## config.mk

```make
export PLATFORM = sky130hd
export DESIGN_NAME = lc2k_decode_stage
export DESIGN_NICKNAME = d
export VERILOG_FILES = /design/src/rtl/lc2k_pkg.sv /design/src/rtl/lc2k_hazard_unit.sv /design/src/rtl/lc2k_decode_stage.sv
export SDC_FILE = /design/constraint.sdc
export NUM_CORES = 1
export LEC_CHECK = 0
export CAP_MARGIN = 40
export CORE_MARGIN = 2
export CORE_UTILIZATION = 30
export DETAILED_ROUTE_END_ITERATION = 8
export GPL_ROUTABILITY_DRIVEN = 1
export PLACE_DENSITY = 0.59
export SLEW_MARGIN = 5
export SYNTH_ARGS = -nofsm -noshare
export SYNTH_HDL_FRONTEND = slang
export SYNTH_HIERARCHICAL = 1
export SYNTH_SLANG_ARGS = --single-unit
export TNS_END_PERCENT = 10
```

## constraint.sdc

```tcl
create_clock -name clk -period 6.7 [get_ports clk]
set_clock_uncertainty 0.15 [all_clocks]
set_input_delay 1.34 -clock clk [delete_from_list [all_inputs] [get_ports clk]]
set_output_delay 1.34 -clock clk [all_outputs]
set_load 0.02 [all_outputs]
```

## src/rtl/lc2k_pkg.sv

```systemverilog
// LC2K shared decode definitions: opcodes, field positions, decode-stage states and
// per-opcode field-usage helpers.
package lc2k_pkg;

    localparam int unsigned REG_W  = 3;
    localparam int unsigned OP_HI  = 24;
    localparam int unsigned OP_LO  = 22;
    localparam int unsigned RA_HI  = 21;
    localparam int unsigned RA_LO  = 19;
    localparam int unsigned RB_HI  = 18;
    localparam int unsigned RB_LO  = 16;
    localparam int unsigned RD_HI  = 2;
    localparam int unsigned RD_LO  = 0;
    localparam int unsigned OFF_HI = 15;
    localparam int unsigned OFF_LO = 0;
    localparam int unsigned OFF_W  = 16;

    typedef enum logic [2:0] {
        ADD  = 3'd0,
        NOR  = 3'd1,
        LW   = 3'd2,
        SW   = 3'd3,
        BEQ  = 3'd4,
        JALR = 3'd5,
        HALT = 3'd6,
        NOOP = 3'd7
    } opcode_t;

    typedef enum logic [1:0] {
        RUN    = 2'd0,
        STALL  = 2'd1,
        HALTED = 2'd2
    } dec_state_t;

    // Register A is read by every opcode except halt/noop.
    function automatic logic uses_a(input opcode_t op);
        return (op != HALT) && (op != NOOP);
    endfunction

    // Register B is a source only where it is not the lw/jalr destination.
    function automatic logic uses_b(input opcode_t op);
        return (op == ADD) || (op == NOR) || (op == SW) || (op == BEQ);
    endfunction

    // Offset field is meaningful only for the I-type memory/branch ops.
    function automatic logic uses_offset(input opcode_t op);
        return (op == LW) || (op == SW) || (op == BEQ);
    endfunction

    // Write-back register; ops without a destination decode to r0.
    function automatic logic [REG_W-1:0] dest_of(input opcode_t op,
                                                 input logic [REG_W-1:0] rb,
                                                 input logic [REG_W-1:0] rd);
        case (op)
            ADD, NOR: return rd;
            LW, JALR: return rb;
            default:  return '0;
        endcase
    endfunction

endpackage

```

## src/rtl/lc2k_hazard_unit.sv

```systemverilog
// Load-use hazard detect: the load in ID/EX writes a register the IF/ID instruction reads.
module lc2k_hazard_unit
    import lc2k_pkg::*;
(
    input  logic [OP_HI:0]    instr,
    input  logic              ex_valid,
    input  opcode_t           ex_op,
    input  logic [REG_W-1:0]  ex_dest,
    output logic              hazard
);

    opcode_t          op;
    logic [REG_W-1:0] ra;
    logic [REG_W-1:0] rb;
    logic             unused_fields;

    assign op = opcode_t'(instr[OP_HI:OP_LO]);
    assign ra = instr[RA_HI:RA_LO];
    assign rb = instr[RB_HI:RB_LO];
    assign unused_fields = ^instr[RB_LO-1:0];

    // r0 is not exempt: a load to r0 still stalls a reader of r0.
    always_comb begin
        hazard = 1'b0;
        if (ex_valid && (ex_op == LW)) begin
            hazard = (uses_a(op) && (ra == ex_dest)) || (uses_b(op) && (rb == ex_dest));
        end
    end

endmodule

```

## src/rtl/lc2k_decode_stage.sv

```systemverilog
// LC2K decode stage: IF/ID latch, register-file read addressing, ID/EX latch, load-use
// bubble insertion, branch flush and halt freeze.
// Optional build macro LC2K_DECODE_PERF_EN adds saturating bubble/flush counters.
module lc2k_decode_stage
    import lc2k_pkg::*;
#(
    parameter int unsigned XLEN = 32,
    parameter int unsigned PC_W = 16
`ifdef LC2K_DECODE_PERF_EN
    ,
    parameter int unsigned PERF_CNT_W = 32
`endif
) (
    input  logic                  clk,
    input  logic                  rst,
    input  logic                  if_valid,
    input  logic [31:0]           if_instr,
    input  logic [PC_W-1:0]       if_pc,
    output logic                  id_ready,
    output logic [REG_W-1:0]      rf_addr1,
    output logic [REG_W-1:0]      rf_addr2,
    output logic                  ex_valid,
    input  logic                  ex_ready,
    output opcode_t               ex_op,
    output logic [REG_W-1:0]      ex_dest,
    output logic [XLEN-1:0]       ex_offset,
    output logic [PC_W-1:0]       ex_pc,
    input  logic                  flush,
    output logic                  halted
`ifdef LC2K_DECODE_PERF_EN
    ,
    output logic [PERF_CNT_W-1:0] perf_stall_cnt,
    output logic [PERF_CNT_W-1:0] perf_flush_cnt
`endif
);

    logic            d_valid;
    logic [OP_HI:0]  d_instr;
    logic [PC_W-1:0] d_pc;
    dec_state_t      state;
    opcode_t         d_op;
    logic            hazard_raw;
    logic            hazard;
    logic            x_adv;
    logic            d_adv;
    logic            issue;
    logic            bubble;
    logic            halt_issue;
    logic            unused_hi_bits;

    assign unused_hi_bits = ^if_instr[31:OP_HI+1];

    assign d_op     = opcode_t'(d_instr[OP_HI:OP_LO]);
    assign rf_addr1 = d_instr[RA_HI:RA_LO];
    assign rf_addr2 = d_instr[RB_HI:RB_LO];

    lc2k_hazard_unit u_hazard (
        .instr    (d_instr),
        .ex_valid (ex_valid),
        .ex_op    (ex_op),
        .ex_dest  (ex_dest),
        .hazard   (hazard_raw)
    );

    assign hazard   = d_valid && hazard_raw;
    assign x_adv    = !ex_valid || ex_ready;
    assign d_adv    = d_valid && !hazard && x_adv;
    // A younger instruction caught behind a HALT is discarded, never issued.
    assign issue      = d_adv && (state != HALTED);
    assign bubble     = hazard && x_adv && (state != HALTED);
    assign halt_issue = issue && (d_op == HALT);
    assign id_ready   = (state != HALTED) && (!d_valid || d_adv);

    // IF/ID and ID/EX pipeline registers; flush kills both and wins over everything else.
    always_ff @(posedge clk or posedge rst) begin
        if (rst) begin
            d_valid   <= 1'b0;
            d_instr   <= '0;
            d_pc      <= '0;
            ex_valid  <= 1'b0;
            ex_op     <= ADD;
            ex_dest   <= '0;
            ex_offset <= '0;
            ex_pc     <= '0;
        end else if (flush) begin
            d_valid  <= 1'b0;
            ex_valid <= 1'b0;
        end else begin
            if (state == HALTED) begin
                d_valid <= 1'b0;
                d_instr <= '0;
                d_pc    <= '0;
            end else if (id_ready) begin
                d_valid <= if_valid;
                if (if_valid) begin
                    d_instr <= if_instr[OP_HI:0];
                    d_pc    <= if_pc;
                end
            end

            if (issue) begin
                ex_valid  <= 1'b1;
                ex_op     <= d_op;
                ex_dest   <= dest_of(d_op, d_instr[RB_HI:RB_LO], d_instr[RD_HI:RD_LO]);
                ex_offset <= uses_offset(d_op)
                           ? {{(XLEN-OFF_W){d_instr[OFF_HI]}}, d_instr[OFF_HI:OFF_LO]}
                           : '0;
                ex_pc     <= d_pc;
            end else if (x_adv) begin
                ex_valid <= 1'b0;
            end
        end
    end

    // Stage control FSM: one-cycle STALL per bubble, HALTED until flush or reset.
    always_ff @(posedge clk or posedge rst) begin
        if (rst) begin
            state  <= RUN;
            halted <= 1'b0;
        end else if (flush) begin
            state  <= RUN;
            halted <= 1'b0;
        end else begin
            case (state)
                RUN: begin
                    if (halt_issue) begin
                        state  <= HALTED;
                        halted <= 1'b1;
                    end else if (bubble) begin
                        state <= STALL;
                    end
                end
                STALL: begin
                    if (halt_issue) begin
                        state  <= HALTED;
                        halted <= 1'b1;
                    end else begin
                        state <= RUN;
                    end
                end
                HALTED: begin
                    state  <= HALTED;
                    halted <= 1'b1;
                end
                default: begin
                    state  <= RUN;
                    halted <= 1'b0;
                end
            endcase
        end
    end

`ifdef LC2K_DECODE_PERF_EN
    // Saturating counts of inserted bubbles and flush cycles.
    always_ff @(posedge clk or posedge rst) begin
        if (rst) begin
            perf_stall_cnt <= '0;
            perf_flush_cnt <= '0;
        end else begin
            if (bubble && !flush && (perf_stall_cnt != '1)) begin
                perf_stall_cnt <= perf_stall_cnt + PERF_CNT_W'(1);
            end
            if (flush && (perf_flush_cnt != '1)) begin
                perf_flush_cnt <= perf_flush_cnt + PERF_CNT_W'(1);
            end
        end
    end
`endif

endmodule

```

==> impl_metrics.csv <==
group,metric,value,unit
placed_design,port_buffers,108,
critical_path,cp_cell_sequence,"clkdlybuf4s50_1 > nor2b_4 > o21a_4 > nor2_1 > clkdlybuf4s50_1",
sta,max_clock_freq,0.228,GHz
clock_tree,tritoncts,"built",
routing,final_antenna_net_count,0,
power_and_ir_drop,combPwrFrac,0.294,
logic_synthesis,yosysSeqAreaShare,0.579,
logic_synthesis,synth.top_cells.by_area,"sky130_fd_sc_hd__dfrtp_1, sky130_fd_sc_hd__a32o_1, sky130_fd_sc_hd__mux2_2, sky130_fd_sc_hd__buf_4, sky130_fd_sc_hd__nand4_1",
power_and_ir_drop,static-leakage-power,2.02,nW
logic_synthesis,synth.largest_area_cell,"sky130_fd_sc_hd__dfrtp_1",
sta,timing_max_transition_violations_final,0,
critical_path,required,5.21,ns
logic_synthesis,synth_top_cell_area_share,0.579,
critical_path,r2r_cells,7,
min_path,holdCritPathClass,"reg -> reg",
floorplanning,die_w,114,microns
critical_path,critPathCaptureType,"output port",
routing,detail_route.drc_violations,0,
final_layout,drive_above_1_share,0.125,
sta,final_period_minus_worst_setup_slack,4.38,ns
power_and_ir_drop,p_int,0.00116,W
final_layout,final_core_area_utilization,0.420,
critical_path,cp_slowest_cell,"sky130_fd_sc_hd__clkdlybuf4s50_1",
clock_tree,cts_resized,0,
power_and_ir_drop,netSwitchingFraction,0.297,
critical_path,critical-path-max-stage-delay,0.62,ns
floorplanning,rows,40,
grt,first_global_vias,2706,
placed_design,globalplace.congestion,0.820,
critical_path,crit_path_frequent_cell,"sky130_fd_sc_hd__clkdlybuf4s50_1",
power_and_ir_drop,vdd.ir_drop.worst,0.000225,V
critical_path,critical_path.startpoint_type,"primary input",
grt,initial_antenna_violation_count,0,
clock_tree,cts_num_sinks,84,
floorplanning,io-pin-count,116,
critical_path,cp_max_fo,4,
placed_design,hpwlAfterDp,5990,microns
routing,routedWlPerCell,17.1,microns
grt,grt_pass1_wl,14000,microns
sta,report.final.hold_viol_count,0,
routing,drtIter0Drc,111,
power_and_ir_drop,power_frac_clock,0.293,
power_and_ir_drop,pwr-share-seq,0.413,
floorplanning,initial_core_util,0.305,
critical_path,regToRegSetupSlack,3.58,ns
sta,worst_hold_slack,0.343,ns
routing,postRouteWirelength,8950,microns
sta,slew_headroom,0.518,
sta,max_slew.worst_pin.slew,0.721,ns
critical_path,cp-startpoint,"ex_ready",
clock_tree,cts_root_buffer,"sky130_fd_sc_hd__clkbuf_16",
logic_synthesis,synthDistinctLibCells,31,
critical_path,critical_path_arrival,2.89,ns
critical_path,worst-setup-path-type,"in -> out",
clock_tree,cts.reportedPaths.clkPinSlew,0.06,ns
clock_tree,post_cts_hold_buffer_count,0,
outcome,run_status,"finished clean",
clock_tree,cts.path.max_buffers,2,
logic_synthesis,syn_area_per_cell,12.6,sq um
grt,grt_max_degree,56,
grt,global_route.overflow_total,0,
sta,final.setup.tns,0,ns
routing,via_count,2661,
sta,setup_viol,0,
clock_tree,clock_latency,0.33,ns
critical_path,worstSetupEndpoint,"id_ready",
clock_tree,postCtsSetupBuffers,0,
routing,routed_via_density,5.09,
logic_synthesis,synth_cells,289,
critical_path,timing.rr.start,"d_instr[22]$_DFFE_PP0P_",
power_and_ir_drop,power_density_of_the_placed_cells,329,nW/um^2
logic_synthesis,synth_area,3630,sq um
critical_path,crit-reg2reg-capture,"ex_pc[0]$_DFFE_PP0P_",
logic_synthesis,synth_fp_nets,342,
sta,layout_worst_path_cycle_share,0.654,
logic_synthesis,warnings_from_yosys,6,
clock_tree,htreeDepth,3,
grt,track_usage,0.142,
routing,drt_pre_antenna_iters,4,
final_layout,synthToLayoutAreaGrowth,37.7,%
floorplanning,die-area,13000,sq um
final_layout,final_nets,425,
floorplanning,placeableCoreArea,11900,sq um
floorplanning,die_h,114,microns
sta,rsz0062_at_grt,"false",
logic_synthesis,count_of_state_elements_after_synthesis,84,
final_layout,antennaDiodeCount,0,
power_and_ir_drop,power_switching,0.000489,W
clock_tree,tritoncts.num_buffers,9,
flow_run,maxCapViolCount,0,
how the worst min path moves through the flow:
stage | start | slack, ns | to | depth (start not counted)
floorplan | state[0]$_DFFE_PP0P_ | 0.30 | halted$_DFFE_PP0P_ | 1
global placement | d_pc[11]$_DFFE_PP0P_ | 0.32 | ex_pc[11]$_DFFE_PP0P_ | 1
detailed placement | ex_pc[11]$_DFFE_PP0P_ | 0.34 | ex_pc[11]$_DFFE_PP0P_ | 1
CTS | ex_pc[11]$_DFFE_PP0P_ | 0.35 | ex_pc[11]$_DFFE_PP0P_ | 1
global route | ex_pc[5]$_DFFE_PP0P_ | 0.37 | ex_pc[5]$_DFFE_PP0P_ | 1
finish | ex_pc[11]$_DFFE_PP0P_ | 0.34 | ex_pc[11]$_DFFE_PP0P_ | 1
final cells by class:
cell class,count,area [sq um]
well taps,147,184
multi-input cells,142,1180
inverters,18,68.8
fillers,1166,6910
clock buffers,13,250
flip-flops and latches,84,2100
repair buffers,117,1180
clock inverters,2,35.0
registers in the layout (all words and copies together) (netlist names):
name and cells:
d_instr 25, d_pc 16, ex_offset 16, ex_pc 16
ex_dest 3, ex_op 3, state 2, d_valid 1
ex_valid 1, halted 1
power groups by stage:
stage | logic, W | clock network [W] | registers, W
detailed placement | 0.000488 | 0 | 0.000689
finish | 0.000483 | 0.000482 | 0.000679
CTS | 0.000489 | 0.000501 | 0.000681
global route | 0.000514 | 0.000522 | 0.000693
floorplan | 0.000211 | 0 | 0.000748
global placement | 0.000478 | 0 | 0.000686
metrics by stage:
step	cell area [sq um]	power [W]	setup slack [ns]	std cells
CTS	5000	0.00167	2.31	523
floorplan	3630	0.000959	3.04	289
finish	5000	0.00164	2.32	523
global route	5000	0.00173	2.30	523
global placement	4660	0.00116	2.33	505
detailed placement	4720	0.00118	2.32	508
synthesized netlist by cell type:
master                      number
sky130_fd_sc_hd__mux2_1          1
sky130_fd_sc_hd__mux2_2         18
sky130_fd_sc_hd__nor3b_1         4
sky130_fd_sc_hd__xnor2_1         6
sky130_fd_sc_hd__a2111oi_2       1
sky130_fd_sc_hd__or4b_2          1
sky130_fd_sc_hd__nand4_1        19
sky130_fd_sc_hd__nor4b_2         1
sky130_fd_sc_hd__nand2b_1        4
sky130_fd_sc_hd__buf_2           9
sky130_fd_sc_hd__a21oi_1         7
sky130_fd_sc_hd__mux2i_1         1
sky130_fd_sc_hd__a221oi_1        4
sky130_fd_sc_hd__nor3b_2         1
sky130_fd_sc_hd__nor2_1          6
sky130_fd_sc_hd__inv_1          18
sky130_fd_sc_hd__buf_4          22
sky130_fd_sc_hd__o21ai_1         1
sky130_fd_sc_hd__buf_6           4
sky130_fd_sc_hd__and2b_1         1
sky130_fd_sc_hd__a32o_1         41
sky130_fd_sc_hd__o21a_4          1
sky130_fd_sc_hd__clkbuf_1       10
sky130_fd_sc_hd__o21ai_0        16
sky130_fd_sc_hd__nor2b_4         1
sky130_fd_sc_hd__and2_0          1
sky130_fd_sc_hd__nand2_1         3
sky130_fd_sc_hd__o21a_1          1
sky130_fd_sc_hd__dfrtp_1        84
sky130_fd_sc_hd__or3b_1          1
sky130_fd_sc_hd__o31ai_1         1
layer usage:
metal	wire [microns]	GRT usage	part of all wire	vias up
li1	-	-	-	1217
met1	3830	0.172	0.43	1338
met2	4250	0.226	0.47	92
met3	654	0.0547	0.073	14
met4	216	0.0585	0.024	0
met5	0	0	0	-
critical path: cells and delay by family:
family | cells | cell delay, ns
buffers and inverters | 2 | 1.12
AO/OA/AOI/OAI | 1 | 0.21
AND/OR/NAND/NOR | 2 | 0.20
cells by family (layout without fill, tap and decap cells):
kind of cell              Yosys count  count (layout)  synth area share
and+or+nand+nor                    43              43            0.0775
DFF                                84              84             0.579
xor gates and xnor gates            6               6            0.0145
muxes                              20              20            0.0617
AOI/OAI and AO/OA                  73              73             0.168
buffers and inverters              63             150            0.0992
cells in the final DEF (no fill, tap or decap), types with 2 or more instances in the layout:
| cell | Yosys | routed |
|---|---|---|
| sky130_fd_sc_hd__clkbuf_16 | 0 | 9 |
| sky130_fd_sc_hd__clkinv_2 | 0 | 2 |
| sky130_fd_sc_hd__nand4_1 | 19 | 19 |
| sky130_fd_sc_hd__xnor2_1 | 6 | 6 |
| sky130_fd_sc_hd__clkbuf_1 | 10 | 3 |
| sky130_fd_sc_hd__a32o_1 | 41 | 41 |
| sky130_fd_sc_hd__nand2b_1 | 4 | 3 |
| sky130_fd_sc_hd__a21oi_1 | 7 | 7 |
| sky130_fd_sc_hd__a221oi_1 | 4 | 4 |
| sky130_fd_sc_hd__clkdlybuf4s50_1 | 0 | 108 |
| sky130_fd_sc_hd__o21ai_0 | 16 | 16 |
| sky130_fd_sc_hd__nor2_1 | 6 | 6 |
| sky130_fd_sc_hd__inv_1 | 18 | 17 |
| sky130_fd_sc_hd__nor3b_1 | 4 | 4 |
| sky130_fd_sc_hd__dfrtp_1 | 84 | 84 |
| sky130_fd_sc_hd__nand2_1 | 3 | 3 |
| sky130_fd_sc_hd__mux2_2 | 18 | 18 |
| sky130_fd_sc_hd__buf_4 | 22 | 7 |
Power figures use the tool's default switching activity.
